===== src/rtl/uart_rx_frame_ctrl.sv =====
//------------------------------------------------------------------------------
// Module   : uart_rx_frame_ctrl
// Brief    : UART receive frame sequencer. Oversamples RxSerial, walks
//            start / data / optional parity / stop, then settles and latches
//            the error checker flags. Optional macro: UART_RX_MAJORITY_EN
//            (2-of-3 majority vote of the last three BaudTick samples).
// Revision : 1.0 - initial release
//------------------------------------------------------------------------------
`default_nettype none

module uart_rx_frame_ctrl #(
  parameter int OVERSAMPLE    = 16,
  parameter int DATA_BITS     = 8,
  parameter int SETTLE_CYCLES = 2
) (
  input  logic                 Clock,
  input  logic                 Reset,
  input  logic                 BaudTick,
  input  logic                 RxSerial,
  input  logic [1:0]           ParityType,
  input  logic [2:0]           ErrorFlagIn,
  output logic [DATA_BITS-1:0] RawData,
  output logic                 ParityBit,
  output logic                 StartBit,
  output logic                 StopBit,
  output logic [2:0]           ErrorFlagOut,
  output logic                 Done,
  output logic                 Busy
);

  localparam int TW = $clog2(OVERSAMPLE);
  localparam int BW = (DATA_BITS > 1) ? $clog2(DATA_BITS) : 1;
  localparam int SW = (SETTLE_CYCLES > 1) ? $clog2(SETTLE_CYCLES) : 1;

  localparam logic [TW-1:0] TICK_HALF   = TW'(OVERSAMPLE / 2 - 1);
  localparam logic [TW-1:0] TICK_LAST   = TW'(OVERSAMPLE - 1);
  localparam logic [BW-1:0] BIT_LAST    = BW'(DATA_BITS - 1);
  localparam logic [SW-1:0] SETTLE_LAST = SW'(SETTLE_CYCLES - 1);

  typedef enum logic [2:0] {
    S_IDLE   = 3'd0,
    S_START  = 3'd1,
    S_DATA   = 3'd2,
    S_PARITY = 3'd3,
    S_STOP   = 3'd4,
    S_CHECK  = 3'd5
  } state_t;

  state_t               state_q, state_d;
  logic [TW-1:0]        tick_q, tick_d;
  logic [BW-1:0]        bit_q, bit_d;
  logic [SW-1:0]        settle_q, settle_d;
  logic [DATA_BITS-1:0] raw_q, raw_d;
  logic                 parity_q, parity_d;
  logic                 start_q, start_d;
  logic                 stop_q, stop_d;
  logic [2:0]           err_q, err_d;
  logic                 done_q, done_d;
  logic                 prev_q, prev_d;
  logic                 par_en_q, par_en_d;
  logic                 sample_bit;

`ifdef UART_RX_MAJORITY_EN
  // Line values seen on the two BaudTicks before the current one.
  logic [1:0] hist_q, hist_d;

  always_comb begin
    hist_d = hist_q;
    if (BaudTick) begin
      hist_d = {hist_q[0], RxSerial};
    end
  end

  always_ff @(posedge Clock or posedge Reset) begin
    if (Reset) begin
      hist_q <= 2'b11;
    end else begin
      hist_q <= hist_d;
    end
  end

  assign sample_bit = (RxSerial & hist_q[0]) | (RxSerial & hist_q[1]) |
                      (hist_q[0] & hist_q[1]);
`else
  assign sample_bit = RxSerial;
`endif

  always_comb begin
    state_d  = state_q;
    tick_d   = tick_q;
    bit_d    = bit_q;
    settle_d = settle_q;
    raw_d    = raw_q;
    parity_d = parity_q;
    start_d  = start_q;
    stop_d   = stop_q;
    err_d    = err_q;
    done_d   = 1'b0;
    prev_d   = RxSerial;
    par_en_d = par_en_q;

    case (state_q)
      S_IDLE: begin
        if (prev_q && !RxSerial) begin
          state_d  = S_START;
          tick_d   = '0;
          par_en_d = (ParityType == 2'b01) || (ParityType == 2'b10);
        end
      end

      S_START: begin
        if (BaudTick) begin
          if (tick_q == TICK_HALF) begin
            tick_d = '0;
            if (sample_bit) begin
              state_d = S_IDLE;
            end else begin
              start_d = 1'b0;
              bit_d   = '0;
              state_d = S_DATA;
            end
          end else begin
            tick_d = tick_q + 1'b1;
          end
        end
      end

      S_DATA: begin
        if (BaudTick) begin
          if (tick_q == TICK_LAST) begin
            tick_d       = '0;
            raw_d[bit_q] = sample_bit;
            if (bit_q == BIT_LAST) begin
              bit_d = '0;
              if (par_en_q) begin
                state_d = S_PARITY;
              end else begin
                parity_d = 1'b1;
                state_d  = S_STOP;
              end
            end else begin
              bit_d = bit_q + 1'b1;
            end
          end else begin
            tick_d = tick_q + 1'b1;
          end
        end
      end

      S_PARITY: begin
        if (BaudTick) begin
          if (tick_q == TICK_LAST) begin
            tick_d   = '0;
            parity_d = sample_bit;
            state_d  = S_STOP;
          end else begin
            tick_d = tick_q + 1'b1;
          end
        end
      end

      S_STOP: begin
        if (BaudTick) begin
          if (tick_q == TICK_LAST) begin
            tick_d   = '0;
            stop_d   = sample_bit;
            settle_d = '0;
            state_d  = S_CHECK;
          end else begin
            tick_d = tick_q + 1'b1;
          end
        end
      end

      S_CHECK: begin
        // Fields stay frozen while the external checker settles.
        if (settle_q == SETTLE_LAST) begin
          err_d    = ErrorFlagIn;
          done_d   = 1'b1;
          settle_d = '0;
          state_d  = S_IDLE;
        end else begin
          settle_d = settle_q + 1'b1;
        end
      end

      default: begin
        state_d = S_IDLE;
      end
    endcase
  end

  always_ff @(posedge Clock or posedge Reset) begin
    if (Reset) begin
      state_q  <= S_IDLE;
      tick_q   <= '0;
      bit_q    <= '0;
      settle_q <= '0;
      raw_q    <= '0;
      parity_q <= 1'b1;
      start_q  <= 1'b0;
      stop_q   <= 1'b1;
      err_q    <= 3'b000;
      done_q   <= 1'b0;
      prev_q   <= 1'b1;
      par_en_q <= 1'b0;
    end else begin
      state_q  <= state_d;
      tick_q   <= tick_d;
      bit_q    <= bit_d;
      settle_q <= settle_d;
      raw_q    <= raw_d;
      parity_q <= parity_d;
      start_q  <= start_d;
      stop_q   <= stop_d;
      err_q    <= err_d;
      done_q   <= done_d;
      prev_q   <= prev_d;
      par_en_q <= par_en_d;
    end
  end

  assign RawData      = raw_q;
  assign ParityBit    = parity_q;
  assign StartBit     = start_q;
  assign StopBit      = stop_q;
  assign ErrorFlagOut = err_q;
  assign Done         = done_q;
  assign Busy         = (state_q != S_IDLE);

endmodule

`default_nettype wire


===== config.mk =====
export PLATFORM = sky130hd
export DESIGN_NAME = uart_rx_frame_ctrl
export DESIGN_NICKNAME = d
export VERILOG_FILES = /design/src/rtl/uart_rx_frame_ctrl.sv
export SDC_FILE = /design/constraint.sdc
export NUM_CORES = 1
export LEC_CHECK = 0
export CAP_MARGIN = 20
export CORE_MARGIN = 1.5
export CORE_UTILIZATION = 50
export CTS_BUF_LIST = sky130_fd_sc_hd__clkbuf_16
export DETAILED_ROUTE_END_ITERATION = 6
export PLACE_DENSITY = 0.76
export SLEW_MARGIN = 20
export SYNTH_ARGS = -nofsm -noshare
export SYNTH_HDL_FRONTEND = slang
export SYNTH_SLANG_ARGS = --single-unit

===== constraint.sdc =====
create_clock -name Clock -period 2.5 [get_ports Clock]
set_input_delay 0.5 -clock Clock [delete_from_list [all_inputs] [get_ports Clock]]
set_output_delay 0.5 -clock Clock [all_outputs]
set_load 0.05 [all_outputs]

# After elaboration in Yosys (flattened, before gate mapping)
# Index checks and enable logic that the tools add are counted.
[totals] ff_bits=27
[classes] addsub=3 magnitude_cmp=2 n_eq_ne=24 n_mux=43 reduce_logical=20
[op_table] cell="$mux W3" n=18
[op_table] cell="$ne A2 B2 Y1 const B" n=13
[op_table] cell="$mux W4" n=5
[op_table] cell="$pmux W3 S6" n=1
[op_table] cell="$mux W1" n=12
[op_table] cell="$pmux W4 S3" n=1
[op_table] cell="$reduce_and A11 Y1" n=1
[op_table] cell="$eq A3 B3 Y1 const B" n=3
[op_table] cell="$reduce_and A3 Y1" n=3
[op_table] cell="$bwmux W8" n=1
[op_table] cell="$reduce_and A7 Y1" n=1
[op_table] cell="$eq A3 B2 Y1 const B" n=2
[op_table] cell="$pmux W3 S2" n=1
[op_table] cell="$reduce_and A6 Y1" n=1
[op_table] cell="$reduce_bool A2 Y1" n=3
[op_table] cell="$reduce_bool A3 Y1" n=2
[op_table] cell="$add A4 B1 Y4 const B" n=1
[op_table] cell="$eq A4 B3 Y1 const B" n=1
[op_table] cell="$eq A4 B4 Y1 const B" n=1
[op_table] cell="$lt A3 B4 Y1 const B" n=1
[op_table] cell="$pmux W1 S2" n=2
[op_table] cell="$reduce_and A2 Y1" n=2
[op_table] cell="$reduce_and A4 Y1" n=1
[op_table] cell="$add A3 B1 Y3 const B" n=1
[op_table] cell="13 further kinds" n=14

# Longest topological paths before layout
[depth] word_depth=5 depth_mapped=6 ltp_nobuf=6

# Worst setup path after synthesis
# Ideal clock, no wire load.
[synth_path] path_type="input to register" from="input port RxSerial" to="register bit_q[0]" setup_ns=0.125 arrival_time_ns=1.805 t_required_ns=2.375 path_slack_ns=0.570 path_stages=5 cell_sequence="clkbuf_1 > nand2b_1 > or4_1 > a21oi_1 > mux2_2"
[synth_via] elab_chain_cells=2
[synth_lines] element="start, declared" line="19" rtl="input logic RxSerial,"
[synth_lines] element="$ne A2 B2 Y1 (no line)"
[synth_lines] element="$reduce_and A6 Y1 (no line)"
[synth_lines] element="end signal, assigned" line="210" rtl="bit_q <= bit_d;"
[synth_lines] element="end, declared" line="51" rtl="logic [BW-1:0] bit_q, bit_d;"
# Every way passes these cells.
# A chain may end at the register's enable or synchronous reset.

# Worst setup path after layout
[layout_path] from="register state_q[0]" to="output port Busy"
[layout_via] elab_chain_cells=1
[layout_lines] element="start, declared" line="49" rtl="state_t state_q, state_d;"
[layout_lines] element="start signal, assigned" line="208" rtl="state_q <= state_d;"
[layout_lines] element="$reduce_bool A3 Y1" line="229" rtl="assign Busy = (state_q != S_IDLE);"
[layout_lines] element="end, declared" line="28" rtl="output logic Busy"
# Every way passes these cells.

==> flow_summary.json <==
{
  "outcome": "complete, no violations",
  "synth.most_common_cell": "dfrtp_1",
  "syn_area_per_cell_um2": 9.92,
  "drv_slew": 0,
  "yosys-top-cells-area": "dfrtp_1 41%, mux2_2 11%, dfstp_2 5.4%, nand2_1 4.1%, a21oi_1 3.1%",
  "hp-class": "flop to flop",
  "synth_top_area_share": 0.412,
  "cts_tree": "done",
  "synthFlopType": "dfrtp_1",
  "synth-adder-area-share": 0.0257,
  "grt_usage": 0.198,
  "synth_cell_types": 42,
  "dp_cells": 200,
  "gp_congestion": 0.857,
  "syn_area_um2": 1460,
  "grt_pass1_wl_um": 5130,
  "die_w_um": 57.0,
  "dp_slack_ns": 0.0758,
  "wl_um": 2920,
  "first_global_vias": 1145,
  "r2r_end": "bit_q[0]",
  "syn2layout_area_growth_pct": 25.4,
  "hold_violations": 0,
  "first_iter_violations": 60,
  "cts_setup_buffers": 0,
  "fin_setup_tns_ns": 0,
  "clock_latency_ns": 0.26,
  "synth_top_family_by_area": "simple AND/OR/NAND/NOR gates",
  "critPathLaunchType": "flop",
  "fin_ws_ns": 0.213,
  "ant_nets": 0,
  "hp-start": "ErrorFlagOut[2]",
  "r2r-start": "tick_q[0]",
  "cap_violations": 0,
  "viasPerCell": 5.74,
  "die_area_um2": 3250,
  "grt-ovfl-total": 0,
  "synthMuxAreaShare": 0.115,
  "synth_top_area_cell": "dfrtp_1",
  "p_per_area_nw_per_um2": 758,
  "required_ns": 2.00,
  "numCtsBuffers": 3,
  "postCtsHoldBufs": 0,
  "synth_edf_count": 0,
  "post-route-min-period_ns": 2.29,
  "layout.cells.non_filler": 204,
  "drtPass1Iterations": 4,
  "io_buffer_count": 23,
  "clkTransAtPathRegs_ns": 0.06,
  "async_flop_share": 1.00,
  "die_h_um": 57.0,
  "seq_area_frac_synth": 0.466,
  "fmax_mhz": 437,
  "rows": 19,
  "worst-path-max-fanout": 7,
  "yosys_warnings": 0,
  "htreeDepth": 1,
  "drive_above_1_share": 0.202,
  "synth-simple-area-share": 0.241,
  "cts_num_sinks": 27,
  "peakVddDrop_uv": 664,
  "synthXorXnorAreaFrac": 0.00600,
  "whs_path_depth": 2,
  "antenna_found_initial": 0,
  "skew_ns": 0.00463,
  "synth-seq-cells": 27,
  "fin_nets": 186,
  "io_pins": 25,
  "critPathCaptureType": "output pin",
  "wire_per_inst_um": 14.3,
  "rsz0062_at_grt": "false",
  "antennaDiodeCount": 0,
  "whs_ns": 0.485,
  "setup_violations": 0,
  "drc": 0,
  "start_util": 0.529,
  "cts_root_buf": "clkbuf_16",
  "cts_resized": 0,
  "grt_max_degree": 19,
  "holdPathEnd": "ErrorFlagOut[2]",
  "netlist_instances": 147,
  "synthTopCellsByCount": "24 x dfrtp_1, 16 x nand2_1, 14 x mux2_2",
  "clockBufferDepth": 2,
  "synth_compound_area_frac": 0.0995,
  "slew-limit-headroom": 0.605,
  "reg2reg_setup_slack_ns": 0.36,
  "worst_slew_pin_slew_ns": 0.592,
  "ff2ff_path_depth": 5,
  "arrival_ns": 1.79,
  "vias": 1170,
  "crit_type": "flop to output pin",
  "syn_nets": 159,
  "core_region_area_um2": 2760,
  "finalCritPeriodShare": 0.915,
  "power.leakage_nw": 0.812,
  "dpl.hpwl_um": 2210
}
## cell families after synthesis
group                    count (synthesis)
multiplexers                            15
adder cells (fa/ha/maj)                  3
AND/OR/NAND/NOR                         61
buffers and inverters                   15
XOR/XNOR                                 1
other                                    1
flip-flops                              27
AO/OA/AOI/OAI                           24
## worst max path at each step
stage / slack (ns) / depth (start not counted) / endpoint / start
final: 0.21 / 2 / Busy / state_q[0]
after floorplan: 0.57 / 5 / bit_q[0] / RxSerial
after CTS: 0.21 / 2 / Busy / state_q[0]
after global routing: 0.17 / 2 / Busy / state_q[0]
after detailed placement: 0.08 / 5 / bit_q[0] / BaudTick
after global placement: 0.13 / 5 / bit_q[2] / BaudTick
## stage by stage
stage                     total power [mW]  instance area (µm²)  utilization
after floorplan                      0.902                 1460            -
after CTS                             1.39                 1830        0.663
after detailed placement              1.03                 1750        0.634
after global placement                1.01                 1750        0.634
after global routing                  1.47                 1830        0.663
final                                 1.39                 1830        0.663
## routing by layer
layer | share of wire | global-route usage | routed length [µm] | up-vias
li1 | - | - | - | 569
met1 | 0.46 | 0.271 | 1340 | 555
met2 | 0.48 | 0.337 | 1410 | 42
met3 | 0.051 | 0.0159 | 149 | 4
met4 | 0.0079 | 0.0598 | 23 | 0
met5 | 0 | 0 | 0 | -
## state kept, by name (all words and copies together), names as in the netlist, 3 cells and up
signal and count:
bit_q 3, RawData 8, tick_q 4, state_q 3, ErrorFlagOut 3
## area by class of cell
cell class              count  area (µm²)
flip-flops and latches     27         679
clock buffers               3        75.1
inverters                   5        18.8
repair buffers             32         298
clock inverters             1        5.00
multi-input cells         105         714
fillers                   220         928
well taps                  31        38.8
## worst max-delay path, cell delays in order, from the launching register on
cell and delay (ns):
dfrtp_1 0.44, or3_1 0.37, clkdlybuf4s50_1 0.72
## placed cells by master (no fill, tap or decap), types with 2 or more instances in the layout
cell type	synthesis	routed
mux2_2	14	14
nand2b_1	3	3
nand4_1	2	2
clkbuf_16	0	3
nor3b_1	2	2
or3_1	2	2
clkdlybuf4s50_1	0	23
o211ai_1	2	2
dfrtp_1	24	24
a21oi_1	9	9
dfstp_2	3	3
ha_1	3	3
buf_4	2	9
inv_1	5	5
nor2_1	9	9
nand3b_1	3	3
nor3_1	5	5
o21ai_0	6	6
nand3_1	5	5
nor3b_2	2	2
o31ai_1	2	2
nand2_1	16	16
and3_1	2	2
## power breakdown
| part | internal (mW) | leakage (nW) | total, mW | switching, mW |
|---|---|---|---|---|
| clock network | 0.215 | 0.0409 | 0.355 | 0.140 |
| registers | 0.501 | 0.334 | 0.573 | 0.0719 |
| logic | 0.188 | 0.437 | 0.459 | 0.271 |
(Power assumes the default switching activity.)
